## config.mk

```make
export PLATFORM = sky130hd
export DESIGN_NAME = bin2bcd_seq
export DESIGN_NICKNAME = d
export VERILOG_FILES = /design/src/rtl/seg7_pkg.sv /design/src/rtl/bcd_digit_adj.sv /design/src/rtl/bin2bcd_seq.sv
export SDC_FILE = /design/constraint.sdc
export NUM_CORES = 1
export LEC_CHECK = 0
export ABC_AREA = 0
export BUFFER_PORTS_ARGS = -buffer_cell sky130_fd_sc_hd__buf_2
export CORE_MARGIN = 5
export CORE_UTILIZATION = 55
export CTS_CLUSTER_DIAMETER = 150
export DETAILED_ROUTE_END_ITERATION = 8
export GPL_TIMING_DRIVEN = 0
export PLACE_DENSITY = 0.86
export SYNTH_ARGS = -nofsm -noshare
export SYNTH_HDL_FRONTEND = slang
export SYNTH_SLANG_ARGS = --single-unit
```

## constraint.sdc

```tcl
create_clock -name clk -period 2.5 [get_ports clk]
set_clock_uncertainty 0.15 [all_clocks]
set_input_delay 0.125 -clock clk [delete_from_list [all_inputs] [get_ports clk]]
set_output_delay 0.125 -clock clk [all_outputs]
set_load 0.01 [all_outputs]
```

## src/rtl/seg7_pkg.sv

```systemverilog
// Shared definitions for the binary-to-BCD front end of the 7-segment display
// path: FSM state encoding, BCD result width and the largest value that four
// decimal digits can show.
package seg7_pkg;

    typedef enum logic [1:0] {
        IDLE  = 2'd0,
        SHIFT = 2'd1,
        DONE  = 2'd2
    } state_t;

    localparam int              BCD_W   = 16;
    localparam int              MAX_DEC = 9999;
    localparam logic [BCD_W-1:0] BCD_SAT = 16'h9999;

endpackage

```

## src/rtl/bcd_digit_adj.sv

```systemverilog
// Double-dabble digit correction: a BCD digit of 5 or more gets 3 added so
// that the following left shift carries correctly into the next decade.
// Ports:
//   din  - current scratch digit (0..15 tolerated, 0..9 in normal use)
//   dout - corrected digit, ready to be shifted
module bcd_digit_adj (
    input  logic [3:0] din,
    output logic [3:0] dout
);

    assign dout = (din >= 4'd5) ? din + 4'd3 : din;

endmodule

```

## src/rtl/bin2bcd_seq.sv

```systemverilog
// Sequential binary-to-BCD converter (double dabble), one bit per clock.
// A value is accepted on in_valid && in_ready, converted over IN_W cycles and
// presented as four packed BCD digits with a one-cycle out_valid pulse.
// Values above 9999 saturate to 9999 and raise ovf.
// Ports:
//   clk       - clock, rising edge
//   rst_n     - asynchronous active-low reset
//   bin       - unsigned binary input (IN_W bits)
//   in_valid  - bin is valid this cycle
//   in_ready  - converter can accept a value this cycle
//   bcd       - packed BCD result, [15:12] thousands .. [3:0] units
//   out_valid - one-cycle pulse when a new bcd result is loaded
//   ovf       - last result was saturated
module bin2bcd_seq
    import seg7_pkg::*;
#(
    parameter int IN_W = 14
) (
    input  logic             clk,
    input  logic             rst_n,
    input  logic [IN_W-1:0]  bin,
    input  logic             in_valid,
    output logic             in_ready,
    output logic [BCD_W-1:0] bcd,
    output logic             out_valid,
    output logic             ovf
);

    state_t            state;
    logic [3:0]        cnt;
    logic [BCD_W-1:0]  scratch;
    logic [IN_W-1:0]   shreg;
    logic              sat;

    logic [BCD_W-1:0]  scr_adj;
    logic [BCD_W-1:0]  scr_next;
    logic              sat_next;
    logic              accept;

    function automatic logic [BCD_W-1:0] sat_bcd(input logic over,
                                                 input logic [BCD_W-1:0] raw);
        return over ? BCD_SAT : raw;
    endfunction

    for (genvar g = 0; g < 4; g++) begin : g_adj
        bcd_digit_adj u_adj (
            .din  (scratch[4*g +: 4]),
            .dout (scr_adj[4*g +: 4])
        );
    end

    assign accept   = in_valid && in_ready;
    assign scr_next = {scr_adj[BCD_W-2:0], shreg[IN_W-1]};
    // A bit leaving the thousands digit also means the value exceeds 9999.
    assign sat_next = sat | scr_adj[BCD_W-1];

    // Binary operand and saturation flag: pure data, no reset needed.
    always_ff @(posedge clk) begin
        if (accept) begin
            shreg <= bin;
            sat   <= (32'(bin) > MAX_DEC);
        end else if (state == SHIFT) begin
            shreg <= shreg << 1;
            sat   <= sat_next;
        end
    end

    always_ff @(posedge clk or negedge rst_n) begin
        if (!rst_n) begin
            state     <= IDLE;
            in_ready  <= 1'b1;
            cnt       <= 4'd0;
            scratch   <= '0;
            bcd       <= '0;
            ovf       <= 1'b0;
            out_valid <= 1'b0;
        end else begin
            out_valid <= 1'b0;
            case (state)
                IDLE, DONE: begin
                    // in_ready is high in both states, so in_valid alone accepts.
                    if (in_valid) begin
                        state    <= SHIFT;
                        in_ready <= 1'b0;
                        scratch  <= '0;
                        cnt      <= 4'(IN_W);
                    end else begin
                        state <= IDLE;
                    end
                end
                SHIFT: begin
                    scratch <= scr_next;
                    cnt     <= cnt - 4'd1;
                    // Last shift: counter lands on zero and the result is final.
                    if (cnt == 4'd1) begin
                        state     <= DONE;
                        in_ready  <= 1'b1;
                        out_valid <= 1'b1;
                        bcd       <= sat_bcd(sat_next, scr_next);
                        ovf       <= sat_next;
                    end
                end
                default: begin
                    state    <= IDLE;
                    in_ready <= 1'b1;
                end
            endcase
        end
    end

endmodule

```

==> run_results.csv, run 1 <==
group,metric,value,unit
final_layout,drive_above_1_share,0.254,
detailed_routing,wire_per_inst,15.6,microns
final_layout,synthesis_to_finish_area_growth,19.5,%
power_and_ir_drop,power_report.internal_total,2.38,mW
synth,seq_area_frac_synth,0.565,
synth,dominantRegCellSynth,"sky130_fd_sc_hd__dfrtp_1",
synth,synth-edff-count,15,
floorplan,die_w,79.0,microns
sta,timing.final.hold_violations,0,
final_layout,fin_util,0.671,
synth,syn_nets,248,
sta,final.hold.worst_slack,338,ps
detailed_routing,drtIter0Drc,61,
clocking,count_of_clock_tree_sinks,56,
setup_path,worst-path-max-fanout,10,
clocking,cts.htree.levels,2,
global_routing,globalRouteTotalUtil,0.185,
placement,dp_hpwl,3490,microns
clocking,tritoncts.num_buffers,5,
power_and_ir_drop,leakage,1.43,nW
floorplan,chipHeight,79.0,microns
power_and_ir_drop,power.net_switching,1.35,mW
global_routing,grt_pass1_vias,1906,
setup_path,startpoint_type,"flip-flop",
setup_path,worst-setup-path-type,"reg2reg",
synth,synthDominantAreaCellType,"sky130_fd_sc_hd__dfrtp_1",
clocking,clkTransAtPathRegs,90,ps
power_and_ir_drop,power_density,1190,nW/um^2
final_layout,leading_cell_types_in_the_layout_fill_and_taps_excluded,"sky130_fd_sc_hd__dfrtp_1, sky130_fd_sc_hd__buf_2, sky130_fd_sc_hd__o21ai_0",
power_and_ir_drop,seqPwrFrac,0.445,
sta,post-route-period-util,0.893,
global_routing,initial_antenna_violation_count,0,
sta,relative_slew_slack,0.392,
synth,synth-compound-area-share,0.148,
sta,fin_tns_setup,0,ps
detailed_routing,detail-route-antenna-nets,0,
synth,fraction_of_synthesized_cell_area_in_xor_and_xnor_cells,0.0201,
sta,report.final.slew_viol_count,0,
power_and_ir_drop,peakVddDrop,0.547,mV
detailed_routing,drc_errors,0,
sta,fmax,448,MHz
synth,synth_area_per_cell,11.8,sq um
power_and_ir_drop,design_power_total,3.73,mW
run,max_cap_viol_count,0,
setup_path,timing.critical_path.to_type,"flip-flop",
power_and_ir_drop,swShare,0.362,
placement,port_buffer_count,35,
floorplan,floorplan.rows,25,
floorplan,design.die.area,6230,sq um
global_routing,wire_length_of_the_first_global_routing_pass,9030,microns
final_layout,layout.cells.most_common,"sky130_fd_sc_hd__dfrtp_1",
power_and_ir_drop,clock_power_share,0.156,
synth,multiplexer_share_of_the_synthesized_area,0.0713,
detailed_routing,routed-via-count,1854,
outcome,status,"complete, no violations",
detailed_routing,drtPass1Iterations,4,
worst_hold_path,min-delay-path-class,"in2async",
final_layout,number_of_antenna_repair_diodes,0,
synth,syn_inst,221,
clocking,clockRootBuffer,"sky130_fd_sc_hd__clkbuf_8",
sta,grt_setup_unrepaired,"false",
synth,main_combinational_cell_family_by_area_after_synthesis,"compound AO/OA/AOI/OAI gates",
setup_path,critical_path_required,2540,ps
floorplan,area_of_the_placeable_core,4660,sq um
sta,max_slew.worst_pin.slew,912,ps
sta,final_setup_viols,0,
clocking,worstSkewPairLatency,310,ps
synth,synth-async-reset-ratio,0.732,
synth,synth_fa_ha_area_frac,0.0478,
clocking,tritoncts_clock_tree,"done",
detailed_routing,via_per_inst,5.55,
placement,gp_congestion,0.808,
final_layout,fin_nets,306,
synth,yosys_warnings,0,
floorplan,num_io_pins,36,
synth,synth.ff_latch_count,56,
synth,synth.top_cells.by_area,"sky130_fd_sc_hd__dfrtp_1, sky130_fd_sc_hd__edfxtp_1, sky130_fd_sc_hd__mux2_2, sky130_fd_sc_hd__a22o_1, sky130_fd_sc_hd__ha_1",
power_and_ir_drop,pwr-share-comb,0.399,
sta,fin_crit,2230,ps
global_routing,largest_net_degree_at_the_start_of_global_routing,42,
clocking,number_of_buffers_on_the_longest_clock_path,2,
synth,synth-simple-area-share,0.112,
synth,yosysTopAreaCellShare,0.383,
detailed_routing,postRouteWirelength,5220,microns
synth,synthDistinctLibCells,37,
floorplan,start_util,0.561,
setup_path,timing.critical_path.arrival,2270,ps
global_routing,gr-total-overflow,0,
synth,synth.cell_area,2620,sq um
## power by group through the flow
| stage | Sequential [mW] | Combinational, mW | Clock (mW) |
|---|---|---|---|
| floorplan | 1.67 | 1.05 | 0 |
| global placement | 1.66 | 1.40 | 0 |
| detailed placement | 1.68 | 1.46 | 0 |
| CTS | 1.66 | 1.50 | 0.599 |
| global route | 1.71 | 1.67 | 0.636 |
| finish | 1.66 | 1.49 | 0.582 |
## path summary, 6_finish.rpt
check	cells after the start	slack, ps	startpoint	endpoint
max in group asynchronous	2	1300	rst_n	scratch[2]
min in group clk	1	360	bcd[13]	bcd[13]
worst max-delay path	7	270	scratch[12]	bcd[3]
worst min-delay path	2	340	rst_n	bcd[0]
worst max register to register	7	270	scratch[12]	bcd[3]
worst min register to register	1	360	bcd[13]	bcd[13]
## per-layer routing
layer	share of wire	vias to the layer above	global-route usage
li1	-	904	-
met1	0.46	894	0.238
met2	0.49	46	0.312
met3	0.042	10	0.0420
met4	0.014	0	0.0601
met5	0	-	0
## sequential cells by signal, summed over array words and instances (netlist names)
signal and count:
bcd 16, out_valid 1, sat 1, ovf 1
state 2, scratch 16, shreg 14, cnt 4
in_ready 1
## area by class of cell
class	instances	area (sq um)
sequential	56	1480
fill	336	1540
multi-input combinational	144	1040
buffer	7	41.3
clock buffer	6	72.6
timing repair buffer	51	335
inverter	14	52.6
clock inverter	2	35.0
tap	54	67.6
## cells in the mapped netlist, types with 5 or more instances
library cell,instances
sky130_fd_sc_hd__a21oi_1,13
sky130_fd_sc_hd__nor2_1,12
sky130_fd_sc_hd__o21ai_0,18
sky130_fd_sc_hd__a22o_1,16
sky130_fd_sc_hd__mux2_2,13
sky130_fd_sc_hd__edfxtp_1,15
sky130_fd_sc_hd__inv_1,13
sky130_fd_sc_hd__dfrtp_1,40
sky130_fd_sc_hd__nor3_1,5
sky130_fd_sc_hd__nand2b_1,6
sky130_fd_sc_hd__xnor2_1,6
sky130_fd_sc_hd__nand2_1,14
sky130_fd_sc_hd__ha_1,10
## cells by family (layout without fill, tap and decap cells)
group,count (synthesis),after routing
AOI/OAI and AO/OA,57,57
DFF,56,56
and+or+nand+nor,54,54
buffers and inverters,21,80
muxes,17,17
adders and majority gates,10,10
xor gates and xnor gates,6,6
## what timing repair did
item / CTS / global route
endpoints found under the hold margin: 57 / 0
buffers inserted: 0 / 0
hold buffers: 16 / 0
resized for setup: 0 / 0
## worst max-delay path, stage by stage (launching register included)
cell	delay, ps
sky130_fd_sc_hd__dfrtp_1	450
sky130_fd_sc_hd__inv_1	80
sky130_fd_sc_hd__ha_1	200
sky130_fd_sc_hd__nand2b_1	90
sky130_fd_sc_hd__nor3b_2	180
sky130_fd_sc_hd__a2111oi_4	620
sky130_fd_sc_hd__buf_6	240
sky130_fd_sc_hd__a31oi_1	90
## metrics by stage
stage	instances	setup slack [ps]	cell area, sq um
finish	334	268	3130
detailed placement	310	313	2860
floorplan	221	563	2620
global route	334	124	3130
CTS	334	270	3130
global placement	310	326	2860
Note: power is estimated with default switching activity, not from simulation.
==> run 2, diff against run 1 <==
- RECOVER_POWER: default -> 100
==> run_results.csv, run 2 (same netlist as run 1, synthesis figures left out) <==
group,metric,value,unit
detailed_routing,detail-route-antenna-nets,0,
global_routing,globalRouteTotalUtil,0.185,
power_and_ir_drop,power_report.internal_total,2.35,mW
detailed_routing,top_layer,"met4",
clocking,tritoncts.num_buffers,5,
floorplan,area_of_the_placeable_core,4660,sq um
detailed_routing,drtIter0Drc,70,
floorplan,design.die.area,6230,sq um
power_and_ir_drop,swShare,0.365,
power_and_ir_drop,peakVddDrop,0.545,mV
global_routing,grt_pass1_vias,1906,
placement,gp_congestion,0.808,
floorplan,start_util,0.561,
placement,cells_after_dpl,310,
setup_path,timing.critical_path.arrival,2320,ps
detailed_routing,postRouteWirelength,5220,microns
setup_path,rrSetupSlack,260,ps
global_routing,largest_net_degree_at_the_start_of_global_routing,42,
final_layout,synthesis_to_finish_area_growth,18.3,%
power_and_ir_drop,pwr-share-comb,0.393,
setup_path,cp.depth,6,
sta,grt_setup_unrepaired,"false",
detailed_routing,m1WireLength,2340,microns
floorplan,chipHeight,79.0,microns
setup_path,critical_path.cell_chain,"nand2b_1 > and2_1 > clkbuf_1 > clkbuf_1 > o21ai_0 > o21ai_0",
placement,placed_cell_area,2860,sq um
run,max_cap_viol_count,0,
setup_path,worst-path-max-fanout,10,
clocking,cts.htree.levels,2,
clocking,cts_setup_buffers,0,
power_and_ir_drop,seqPwrFrac,0.449,
clocking,cts-resized-gates,0,
setup_path,crit_path_max_incr_delay,430,ps
clocking,count_of_clock_tree_sinks,56,
global_routing,wire_length_of_the_first_global_routing_pass,9030,microns
setup_path,r2r.worst_path.cells,6,
setup_path,regToRegEndpoint,"scratch[15]",
sta,final.hold.worst_slack,365,ps
sta,fin_tns_setup,0,ps
setup_path,rr_startpoint,"state[1]",
floorplan,die_w,79.0,microns
sta,relative_slew_slack,0.332,
detailed_routing,routed-via-count,1870,
setup_path,critical_path_required,2580,ps
clocking,worstSkewPairLatency,310,ps
clocking,tritoncts_clock_tree,"done",
power_and_ir_drop,leakage,1.35,nW
clocking,clockRootBuffer,"sky130_fd_sc_hd__clkbuf_8",
clocking,clkTransAtPathRegs,100,ps
final_layout,number_of_antenna_repair_diodes,0,
final_layout,leading_cell_types_in_the_layout_fill_and_taps_excluded,"sky130_fd_sc_hd__dfrtp_1, sky130_fd_sc_hd__clkbuf_1, sky130_fd_sc_hd__o21ai_0",
setup_path,worst-setup-path-type,"reg2reg",
worst_hold_path,min-delay-path-class,"in2async",
final_layout,final_std_cells_w_o_fill,334,
global_routing,initial_antenna_violation_count,0,
detailed_routing,met2WireLength,2540,microns
detailed_routing,drtPass1Iterations,4,
outcome,status,"complete, no violations",
final_layout,drive_above_1_share,0.164,
clocking,number_of_buffers_on_the_longest_clock_path,2,
sta,timing.final.hold_violations,0,
detailed_routing,wire_per_inst,15.6,microns
final_layout,layout.cells.most_common,"sky130_fd_sc_hd__dfrtp_1",
sta,report.final.slew_viol_count,0,
setup_path,crit_path_max_delay_family,"buffers and inverters",
power_and_ir_drop,power.net_switching,1.35,mW
sta,fmax,446,MHz
detailed_routing,via_per_inst,5.60,
sta,post-route-period-util,0.896,
final_layout,finalInstanceArea,3090,sq um
detailed_routing,wl_met3,261,microns
sta,final_setup_viols,0,
setup_path,startpoint_type,"flip-flop",
final_layout,regs_by_ff_count,"bcd x16, scratch x16, shreg x14",
global_routing,gr-total-overflow,0,
setup_path,worst-path-buf-inv,2,
setup_path,timing.critical_path.to_type,"flip-flop",
sta,fin_crit,2240,ps
sta,max_slew.worst_pin.slew,1000,ps
placement,dp_hpwl,3490,microns
power_and_ir_drop,clock_power_share,0.157,
placement,port_buffer_count,35,
floorplan,floorplan.rows,25,
setup_path,slowest_stage,"sky130_fd_sc_hd__clkbuf_1",
detailed_routing,drc_errors,0,
final_layout,fin_nets,306,
floorplan,num_io_pins,36,
power_and_ir_drop,power_density,1200,nW/um^2
[run 2: cell type report]
| type | count | area, sq um |
|---|---|---|
| plain buffers | 7 | 37.5 |
| fillers | 348 | 1570 |
| clock inverters | 2 | 35.0 |
| clock buffers | 6 | 72.6 |
| flip-flops and latches | 56 | 1480 |
| well taps | 54 | 67.6 |
| repair buffers | 51 | 312 |
| inverters | 14 | 52.6 |
| multi-input cells | 144 | 1040 |
[run 2: worst max path at each step]
| stage | from | to | slack [ps] |
|---|---|---|---|
| 2_1_floorplan | scratch[12] | bcd[7] | 560 |
| 3_3_place_gp | scratch[12] | bcd[3] | 330 |
| 3_5_place_dp | scratch[13] | bcd[3] | 310 |
| 4_1_cts | scratch[12] | bcd[3] | 270 |
| 5_1_grt | state[0] | scratch[3] | 90 |
| 6_report | state[1] | scratch[15] | 260 |
[run 2: repair_timing]
item	in CTS	in global routing
endpoints found under the setup margin	0	0
hold buffers	16	0
hold endpoints to repair	57	0
[run 2: power groups by stage]
stage | sequential, mW | combinational (mW) | clock (mW)
4_1_cts | 1.66 | 1.50 | 0.599
2_1_floorplan | 1.67 | 1.05 | 0
6_report | 1.66 | 1.45 | 0.581
3_5_place_dp | 1.68 | 1.46 | 0
5_1_grt | 1.72 | 1.64 | 0.636
3_3_place_gp | 1.66 | 1.40 | 0
[run 2: per-stage QoR]
| step | power, mW | utilization | worst slack [ps] |
|---|---|---|---|
| detailed placement | 3.15 | 0.613 | 313 |
| CTS | 3.76 | 0.671 | 270 |
| floorplan | 2.72 | - | 563 |
| finish | 3.70 | 0.664 | 259 |
| global route | 3.99 | 0.664 | 88.3 |
| global placement | 3.06 | 0.613 | 326 |
[run 2: metal layers]
metal	track usage	vias to the layer above
li1	-	906
met1	0.238	912
met2	0.312	44
met3	0.0420	8
met4	0.0601	0
met5	0	-
==> run 3, diff against run 2 <==
- CORE_MARGIN: 5 -> default
- RECOVER_POWER: 100 -> default
- SLEW_MARGIN: default -> 20
==> run_results.csv, run 3 (same netlist as run 1, synthesis figures left out) <==
group,metric,value,unit
outcome,status,"complete, no violations",
placement,placed_cell_area,2860,sq um
global_routing,wire_length_of_the_first_global_routing_pass,8630,microns
final_layout,number_of_antenna_repair_diodes,0,
global_routing,largest_net_degree_at_the_start_of_global_routing,42,
global_routing,gr-total-overflow,0,
setup_path,critical_path.cell_chain,"inv_1 > ha_1 > nand2b_1 > nor3b_2 > a2111oi_4 > buf_6 > a31oi_1",
detailed_routing,postRouteWirelength,5100,microns
clocking,number_of_buffers_on_the_longest_clock_path,2,
setup_path,slowest_stage,"sky130_fd_sc_hd__a2111oi_4",
final_layout,drive_above_1_share,0.251,
clocking,clkTransAtPathRegs,90,ps
sta,post-route-period-util,0.901,
global_routing,initial_antenna_violation_count,0,
power_and_ir_drop,power_report.internal_total,2.28,mW
global_routing,globalRouteTotalUtil,0.226,
setup_path,worst-path-max-fanout,10,
clocking,tritoncts_clock_tree,"done",
placement,detailedPlace.worstSlack,257,ps
setup_path,timing.critical_path.arrival,2300,ps
sta,final_setup_viols,0,
detailed_routing,detail-route-antenna-nets,0,
detailed_routing,drtIter0Drc,112,
placement,gp_congestion,0.864,
placement,dp_hpwl,3440,microns
detailed_routing,wire_per_inst,15.4,microns
power_and_ir_drop,power_density,1180,nW/um^2
detailed_routing,drc_errors,0,
power_and_ir_drop,peakVddDrop,0.610,mV
detailed_routing,routed-via-count,1859,
setup_path,critical_path_required,2540,ps
final_layout,leading_cell_types_in_the_layout_fill_and_taps_excluded,"sky130_fd_sc_hd__dfrtp_1, sky130_fd_sc_hd__buf_2, sky130_fd_sc_hd__o21ai_0",
final_layout,synthesis_to_finish_area_growth,18.0,%
detailed_routing,drtPass1Iterations,7,
floorplan,chipHeight,71.0,microns
sta,timing.final.hold_violations,0,
placement,cells_after_dpl,308,
clocking,clockRootBuffer,"sky130_fd_sc_hd__clkbuf_8",
clocking,cts.htree.levels,2,
floorplan,start_util,0.584,
final_layout,finalInstanceArea,3090,sq um
clocking,worstSkewPairLatency,310,ps
clocking,count_of_clock_tree_sinks,56,
power_and_ir_drop,clock_power_share,0.129,
setup_path,worst-setup-path-type,"reg2reg",
floorplan,area_of_the_placeable_core,4470,sq um
floorplan,die_w,71.0,microns
sta,max_slew.worst_pin.slew,882,ps
floorplan,floorplan.rows,24,
final_layout,layout.cells.most_common,"sky130_fd_sc_hd__dfrtp_1",
sta,final.hold.worst_slack,48.3,ps
global_routing,grt_pass1_vias,1828,
power_and_ir_drop,design_power_total,3.63,mW
setup_path,timing.critical_path.to_type,"flip-flop",
setup_path,crit_path_max_delay_family,"compound AO/OA/AOI/OAI gates",
clocking,tritoncts.num_buffers,5,
power_and_ir_drop,leakage,1.41,nW
sta,fin_crit,2250,ps
sta,layout_setup_ws,247,ps
floorplan,num_io_pins,36,
final_layout,fin_util,0.690,
power_and_ir_drop,pwr-share-comb,0.411,
final_layout,fin_nets,305,
power_and_ir_drop,power.net_switching,1.35,mW
power_and_ir_drop,swShare,0.371,
final_layout,final_std_cells_w_o_fill,331,
worst_hold_path,min-delay-path-class,"in2reg",
detailed_routing,via_per_inst,5.62,
sta,fmax,444,MHz
floorplan,design.die.area,5030,sq um
clocking,cts_setup_buffers,0,
setup_path,crit_path_max_incr_delay,640,ps
sta,relative_slew_slack,0.412,
final_layout,regs_by_ff_count,"bcd x16, scratch x16, shreg x14",
sta,fin_tns_setup,0,ps
sta,grt_setup_unrepaired,"false",
run,max_cap_viol_count,0,
power_and_ir_drop,seqPwrFrac,0.460,
setup_path,worst-path-buf-inv,2,
sta,report.final.slew_viol_count,0,
placement,port_buffer_count,35,
setup_path,startpoint_type,"flip-flop",
-- run 3: changes by cell type in the layout (fill, tap and decap cells not counted), sizes merged --
cell / delta
bufinv: -1
buf: +23
dlygate4sd3: -1
clkbuf: -22
-- run 3: timing repair --
item / in CTS / in global routing
gates resized for setup: 0 / 0
endpoints found under the hold margin: 57 / 0
hold buffers: 15 / 0
-- run 3: layout make-up --
class / instances / area [sq um]
fill: 327 / 1390
sequential: 56 / 1480
buffer: 7 / 41.3
clock buffer: 7 / 76.3
clock inverter: 1 / 5.00
timing repair buffer: 50 / 325
inverter: 14 / 52.6
tap: 52 / 65.1
multi-input combinational: 144 / 1040
-- run 3: layer usage --
layer / vias up / share of wire / GRT usage
met1: 896 / 0.45 / 0.305
met2: 49 / 0.49 / 0.371
li1: 906 / - / -
met3: 8 / 0.044 / 0.0442
met5: - / 0 / 0
met4: 0 / 0.012 / 0.0756
-- run 3: path summary, 6_finish.rpt --
kind                             start          end  slack, ps  cells after the start
max                        scratch[13]       bcd[7]        250                      7
min                             bin[5]     shreg[5]         50                      2
max reg2reg                scratch[13]       bcd[7]        250                      7
min reg2reg                        ovf          ovf        350                      2
max in group asynchronous        rst_n  scratch[11]       1320                      2
min in group asynchronous        rst_n       bcd[0]        320                      2
-- run 3: power by group through the flow --
stage / clock, mW / sequential, mW / combinational (mW)
2_1_floorplan: 0 / 1.67 / 1.05
3_3_place_gp: 0 / 1.66 / 1.39
3_5_place_dp: 0 / 1.68 / 1.46
4_1_cts: 0.486 / 1.67 / 1.50
5_1_grt: 0.517 / 1.72 / 1.67
6_report: 0.467 / 1.67 / 1.49
